### src/rtl/cprv_if_stage_if.sv
// Fetch-stage bundle: instruction-memory request/response plus the ID-side valid/ready handshake.
// master = fetch stage, slave = memory/ID side (and the testbench).
interface cprv_if_stage_if #(
    parameter int unsigned INSTR_WIDTH = 32,
    parameter int unsigned ADDR_WIDTH  = 64
);
    logic                   imem_req_o;
    logic [ADDR_WIDTH-1:0]  imem_addr_o;
    logic                   imem_rvalid_i;
    logic [INSTR_WIDTH-1:0] imem_rdata_i;
    logic                   redirect_i;
    logic [ADDR_WIDTH-1:0]  redirect_pc_i;
    logic                   valid_id_o;
    logic                   ready_id_i;
    logic [INSTR_WIDTH-1:0] instr_data_id_o;
    logic [ADDR_WIDTH-1:0]  pc_id_o;

    modport master (
        output imem_req_o, imem_addr_o, valid_id_o, instr_data_id_o, pc_id_o,
        input  imem_rvalid_i, imem_rdata_i, redirect_i, redirect_pc_i, ready_id_i
    );

    modport slave (
        input  imem_req_o, imem_addr_o, valid_id_o, instr_data_id_o, pc_id_o,
        output imem_rvalid_i, imem_rdata_i, redirect_i, redirect_pc_i, ready_id_i
    );
endinterface

### src/rtl/cprv_if_stage.sv
// cprv64g instruction-fetch stage: PC, 1-cycle-latency imem fetch, 2-entry output buffer, redirect.
// Optional CPRV_IF_MISALIGN_CHECK_EN: misaligned redirect target halts fetch and raises misalign_o.
module cprv_if_stage #(
    parameter int unsigned           INSTR_WIDTH = 32,
    parameter int unsigned           ADDR_WIDTH  = 64,
    parameter logic [ADDR_WIDTH-1:0] RESET_PC    = '0
) (
    input  logic               clk,
    input  logic               rst,
    cprv_if_stage_if.master    bus
`ifdef CPRV_IF_MISALIGN_CHECK_EN
    ,
    output logic               misalign_o
`endif
);
    logic [ADDR_WIDTH-1:0]  pc_q, pc_d;
    logic [ADDR_WIDTH-1:0]  req_pc_q, req_pc_d;
    logic                   outstanding_q, outstanding_d;
    logic                   flush_q, flush_d;
    logic [1:0]             count_q, count_d;
    logic                   head_q, head_d, tail_q, tail_d;
    logic [INSTR_WIDTH-1:0] instr_q [2];
    logic [ADDR_WIDTH-1:0]  epc_q [2];
    logic                   halt;
    logic                   valid, pop, issue, accept;
    logic [ADDR_WIDTH-1:0]  target;

`ifdef CPRV_IF_MISALIGN_CHECK_EN
    logic halt_q, halt_d;
    assign halt       = halt_q;
    assign misalign_o = halt_q;
    assign target     = bus.redirect_pc_i;

    always_comb begin
        halt_d = halt_q;
        if (bus.redirect_i) begin
            halt_d = |bus.redirect_pc_i[1:0];
        end
    end

    always_ff @(posedge clk) begin
        if (rst) begin
            halt_q <= 1'b0;
        end else begin
            halt_q <= halt_d;
        end
    end
`else
    assign halt   = 1'b0;
    assign target = bus.redirect_pc_i & ~{{(ADDR_WIDTH-2){1'b0}}, 2'b11};
`endif

    assign valid  = ~rst & (count_q != 2'd0);
    assign pop    = valid & bus.ready_id_i;
    // Occupancy includes the response landing this cycle, so the buffer can never overflow.
    assign issue  = ~rst & ~bus.redirect_i & ~halt &
                    (((count_q + {1'b0, outstanding_q}) < 2'd2) | pop);
    assign accept = bus.imem_rvalid_i & outstanding_q & ~flush_q;

    assign bus.imem_req_o      = issue;
    assign bus.imem_addr_o     = pc_q;
    assign bus.valid_id_o      = valid;
    assign bus.instr_data_id_o = instr_q[head_q];
    assign bus.pc_id_o         = epc_q[head_q];

    always_comb begin
        pc_d          = pc_q;
        req_pc_d      = req_pc_q;
        outstanding_d = issue;
        flush_d       = 1'b0;
        count_d       = count_q;
        head_d        = head_q;
        tail_d        = tail_q;
        if (bus.redirect_i) begin
            count_d = 2'd0;
            head_d  = 1'b0;
            tail_d  = 1'b0;
            pc_d    = target;
            flush_d = outstanding_q;
        end else begin
            if (issue) begin
                pc_d     = pc_q + ADDR_WIDTH'(4);
                req_pc_d = pc_q;
            end
            if (accept) begin
                tail_d = ~tail_q;
            end
            if (pop) begin
                head_d = ~head_q;
            end
            if (accept & ~pop) begin
                count_d = count_q + 2'd1;
            end else if (~accept & pop) begin
                count_d = count_q - 2'd1;
            end
        end
    end

    always_ff @(posedge clk) begin
        if (rst) begin
            pc_q          <= RESET_PC;
            req_pc_q      <= '0;
            outstanding_q <= 1'b0;
            flush_q       <= 1'b0;
            count_q       <= 2'd0;
            head_q        <= 1'b0;
            tail_q        <= 1'b0;
            instr_q[0]    <= '0;
            instr_q[1]    <= '0;
            epc_q[0]      <= '0;
            epc_q[1]      <= '0;
        end else begin
            pc_q          <= pc_d;
            req_pc_q      <= req_pc_d;
            outstanding_q <= outstanding_d;
            flush_q       <= flush_d;
            count_q       <= count_d;
            head_q        <= head_d;
            tail_q        <= tail_d;
            if (accept & ~bus.redirect_i) begin
                instr_q[tail_q] <= bus.imem_rdata_i;
                epc_q[tail_q]   <= req_pc_q;
            end
        end
    end
endmodule
### src/flat_wrapper.sv
// flat-port wrapper written by rule: the top's interface ports become plain ports
module cprv_if_stage_flat 
#(
    parameter int unsigned           INSTR_WIDTH = 32,
    parameter int unsigned           ADDR_WIDTH  = 64,
    parameter logic [ADDR_WIDTH-1:0] RESET_PC    = '0
)
  (clk, rst, bus_imem_req_o, bus_imem_addr_o, bus_valid_id_o, bus_instr_data_id_o, bus_pc_id_o, bus_imem_rvalid_i, bus_imem_rdata_i, bus_redirect_i, bus_redirect_pc_i, bus_ready_id_i);
  cprv_if_stage_if #(.INSTR_WIDTH(INSTR_WIDTH), .ADDR_WIDTH(ADDR_WIDTH)) bus_i ();
  input  logic clk;
  input  logic rst;
  output wire logic [$bits(bus_i.imem_req_o)-1:0] bus_imem_req_o;
  output wire logic [$bits(bus_i.imem_addr_o)-1:0] bus_imem_addr_o;
  output wire logic [$bits(bus_i.valid_id_o)-1:0] bus_valid_id_o;
  output wire logic [$bits(bus_i.instr_data_id_o)-1:0] bus_instr_data_id_o;
  output wire logic [$bits(bus_i.pc_id_o)-1:0] bus_pc_id_o;
  input wire logic [$bits(bus_i.imem_rvalid_i)-1:0] bus_imem_rvalid_i;
  input wire logic [$bits(bus_i.imem_rdata_i)-1:0] bus_imem_rdata_i;
  input wire logic [$bits(bus_i.redirect_i)-1:0] bus_redirect_i;
  input wire logic [$bits(bus_i.redirect_pc_i)-1:0] bus_redirect_pc_i;
  input wire logic [$bits(bus_i.ready_id_i)-1:0] bus_ready_id_i;
  assign bus_imem_req_o = bus_i.imem_req_o;
  assign bus_imem_addr_o = bus_i.imem_addr_o;
  assign bus_valid_id_o = bus_i.valid_id_o;
  assign bus_instr_data_id_o = bus_i.instr_data_id_o;
  assign bus_pc_id_o = bus_i.pc_id_o;
  assign bus_i.imem_rvalid_i = bus_imem_rvalid_i;
  assign bus_i.imem_rdata_i = bus_imem_rdata_i;
  assign bus_i.redirect_i = bus_redirect_i;
  assign bus_i.redirect_pc_i = bus_redirect_pc_i;
  assign bus_i.ready_id_i = bus_ready_id_i;
  cprv_if_stage #(.INSTR_WIDTH(INSTR_WIDTH), .ADDR_WIDTH(ADDR_WIDTH), .RESET_PC(RESET_PC)) u_core (.clk(clk), .rst(rst), .bus(bus_i));
endmodule
### config.mk
export PLATFORM = sky130hd
export DESIGN_NAME = cprv_if_stage_flat
export DESIGN_NICKNAME = d
export VERILOG_FILES = /design/src/rtl/cprv_if_stage_if.sv /design/src/rtl/cprv_if_stage.sv /design/src/flat_wrapper.sv
export SDC_FILE = /design/constraint.sdc
export NUM_CORES = 1
export LEC_CHECK = 0
export CORE_ASPECT_RATIO = 2
export CORE_MARGIN = 2
export CORE_UTILIZATION = 35
export DETAILED_ROUTE_END_ITERATION = 6
export MAX_ROUTING_LAYER = met4
export PLACE_DENSITY_LB_ADDON = 0.1
export SLEW_MARGIN = 25
export SYNTH_ARGS = -nofsm -noshare
export SYNTH_HDL_FRONTEND = slang
export SYNTH_SLANG_ARGS = --single-unit
### constraint.sdc
create_clock -name clk -period 4.2 [get_ports clk]
set_input_delay 0.42 -clock clk [delete_from_list [all_inputs] [get_ports clk]]
set_output_delay 0.42 -clock clk [all_outputs]
set_load 0.005 [all_outputs]
==> flow_summary.toml <==
[routing]
via_per_inst = 5.20
final_wirelength_um = 42400
post_drt_wl_per_cell_um = 19.9
detailedRoute.firstPassIterationCount = 4
vias = 11100
antenna_violating_nets_post_route = 0
drt-initial-drc-count = 634
drcViolationCount = 0

[synthesis]
synth.cells.most_frequent = "199 x and2_1, 188 x edfxtp_1, 184 x nand2_1"
synth.mux.area_fraction = 0.0762
synth_top_area_cell = "edfxtp_1"
mappedNetlistArea_mm2 = 0.0146
yosys.area_share.xor_xnor = 0.0132
synth_compound_gate_area_share = 0.0660
synth-seq-area-share = 0.565
yosysMostFrequentCell = "and2_1"
postSynth.topFlopCell = "edfxtp_1"
largest_family_of_logic_cells_by_synthesized_area = "simple AND/OR/NAND/NOR gates"
synth_enable_flop_cells = 188
synth.avg_cell_area_um2 = 10.9
yosys.area.top_type_share = 0.386
ys.warnings.count = 0
synth-adder-area-share = 0.00171
post_synth_num_cell_types = 60
simple_logic_cell_fraction_of_the_synthesized_area = 0.247
synthArstFlopShare = 0
synth_cells = 1348
netlist_top_cells_area = "edfxtp_1 39%, dfxtp_1 18%, and2_1 8.5%, mux2_2 7.6%, nand2_1 4.7%"
number_of_register_bits_inferred_by_synthesis = 319

[hold_path]
hp-class = "input pin to register"

[sta]
fmaxAchievable_ghz = 0.316
grt_setup_unrepaired = "false"
fin_tns_setup_ps = 0
min_period_over_period = 0.752
rel_slew_slack = 0.333
max_slew.worst_pin.slew_ps = 992
hold_slack_ps = 265
setup-violations-final = 0
final.min_clock_period_ps = 3160
finalMaxSlewViolations = 0
finalClockSkew_ps = 29.7
timing.final.hold_violations = 0

[finish]
post-route-util = 0.450
fillers = 3908
area_growth_pct = 27.6
layout.cells.non_filler = 2127
drive_above_1_share = 0.119
layout.nets = 1666

[floorplan]
core-area_mm2 = 0.0415
die_area_mm2 = 0.0436
die_width_um = 149
die_h_um = 293
io_pins = 263
initial_core_util = 0.353
placement_rows = 106

[setup_path]
cp_num_cells = 4
worstReg2RegStart = "u_core.bus.imem_addr_o[31]"
critical_path_buf_inv_count = 2
rr_worst_depth = 5
critPathKind = "register to output pin"
worstPathRequired_ps = 3780
cp-endpoint = "bus_imem_req_o"
cp-start-kind = "register"
critPathLaunch = "u_core.count_q[0]"
timing.critical_path.slowest_stage_cell = "clkdlybuf4s50_1"
worstPathArrival_ps = 2740
regToRegSetupSlack_ps = 1340
crit_path_max_incr_delay_ps = 610
worst_path_dominant_cell_family = "buffers and inverters"
cp_cell_sequence = "and2_0 -> o211ai_1 -> inv_2 -> clkdlybuf4s50_1"
worst_path_maximum_fanout = 28
crit-reg2reg-capture = "u_core.bus.imem_addr_o[55]"
cp-end-kind = "output pin"

[pwr]
total_leakage_power_nw = 6.70
irDropWorstVdd_mv = 0.321
power_density_mw_per_mm2 = 370

[outcome]
result_of_the_run = "finished clean"

[clock_tree]
clock_sinks = 319
clock_tree_root_driver_cell = "clkbuf_16"
postCtsResizedCells = 0
cts_max_path_buffers = 3
clk_pin_slew_worst_paths_ps = 70
tritoncts = "done"
postCtsSetupBuffers = 0
htree_num_levels = 1
clock_latency_ps = 580
cts-buffers-inserted = 29
holdBufCountCts = 0

[grt]
antenna_found_initial = 1
grt_max_degree = 100
gr-usage-all-layers = 0.196
grt_pass1_vias = 10800
grt_first_pass_wirelength_um = 64600
global_route.overflow_total = 0

[placed_design]
place.detailed.hpwl_um = 28300
gpl.final_weighted_congestion = 0.852
port-buffer-count = 256
place.detailed.instances = 2071

[job]
drv_cap = 0
[per-layer routing]
metal / GRT usage / share of wire / wire length, µm / up-vias
met4: 0.0488 / 0.020 / 835 / 0
met2: 0.318 / 0.49 / 20600 / 344
met5: - / 0 / 0 / -
li1: - / - / - / 5252
met3: 0.0307 / 0.055 / 2330 / 47
met1: 0.259 / 0.44 / 18600 / 5411
[through the flow]
stage	setup slack, ps	power, mW	cell area, µm²
after floorplan	947	3.85	14600
after global placement	1170	4.25	17700
after detailed placement	1040	4.26	17700
after CTS	1000	6.99	18700
after global routing	914	7.18	18700
final	1040	6.92	18700
[logic make-up after synthesis]
kind of cell	Yosys count
AND/OR/NAND/NOR	654
flip-flops	319
AO/OA/AOI/OAI	139
buffers and inverters	112
multiplexers	99
XOR/XNOR	22
adder cells (fa/ha/maj)	2
other	1
[cell usage in the layout, fill, tap and decap left out, types with 22 or more instances in the layout]
| cell type | count |
|---|---|
| a21oi_1 | 40 |
| and2_1 | 199 |
| clkbuf_16 | 29 |
| clkdlybuf4s50_1 | 254 |
| dfxtp_1 | 130 |
| edfxtp_1 | 188 |
| mux2_2 | 99 |
| nand2_1 | 184 |
| nand3_1 | 33 |
| nand3b_1 | 45 |
| nand4_1 | 24 |
| nor2_1 | 62 |
| nor4_1 | 22 |
[how the worst min path moves through the flow]
| stage | startpoint | depth (start not counted) | slack, ps | to |
|---|---|---|---|---|
| 3_5_place_dp | u_core.req_pc_q[2] | 2 | 460 | u_core.req_pc_q[2] |
| 4_1_cts | rst | 2 | 240 | u_core.bus.imem_addr_o[2] |
| 3_3_place_gp | u_core.req_pc_q[2] | 2 | 450 | u_core.req_pc_q[2] |
| 2_1_floorplan | u_core.req_pc_q[2] | 2 | 440 | u_core.req_pc_q[2] |
| 6_report | rst | 2 | 260 | u_core.bus.imem_addr_o[2] |
| 5_1_grt | rst | 2 | 260 | u_core.bus.imem_addr_o[2] |
[registers in the layout, indices dropped and copies added (netlist names), 2 cells and up, named ones only]
register                cells
u_core.req_pc_q            62
u_core.bus.imem_addr_o     62
u_core.epc_q              124
u_core.instr_q             64
u_core.count_q              2
[area by class of cell]
type / count / area [µm²] / share of cell area
flip-flops and latches: 319 / 8270 / 0.443
clock inverters: 19 / 193 / 0.0103
repair buffers: 277 / 2750 / 0.147
diodes: 1 / 2.50 / 0.000134
clock buffers: 35 / 778 / 0.0417
inverters: 16 / 60.1 / 0.00322
well taps: 540 / 676 / 0.0362
multi-input cells: 920 / 5940 / 0.318
[power by group]
group,leakage [nW],internal (mW),total (mW),switching (mW)
clock,0.459,1.51,2.73,1.22
combinational,3.22,0.338,0.616,0.278
sequential,3.02,3.44,3.57,0.132
(Power assumes the default switching activity.)
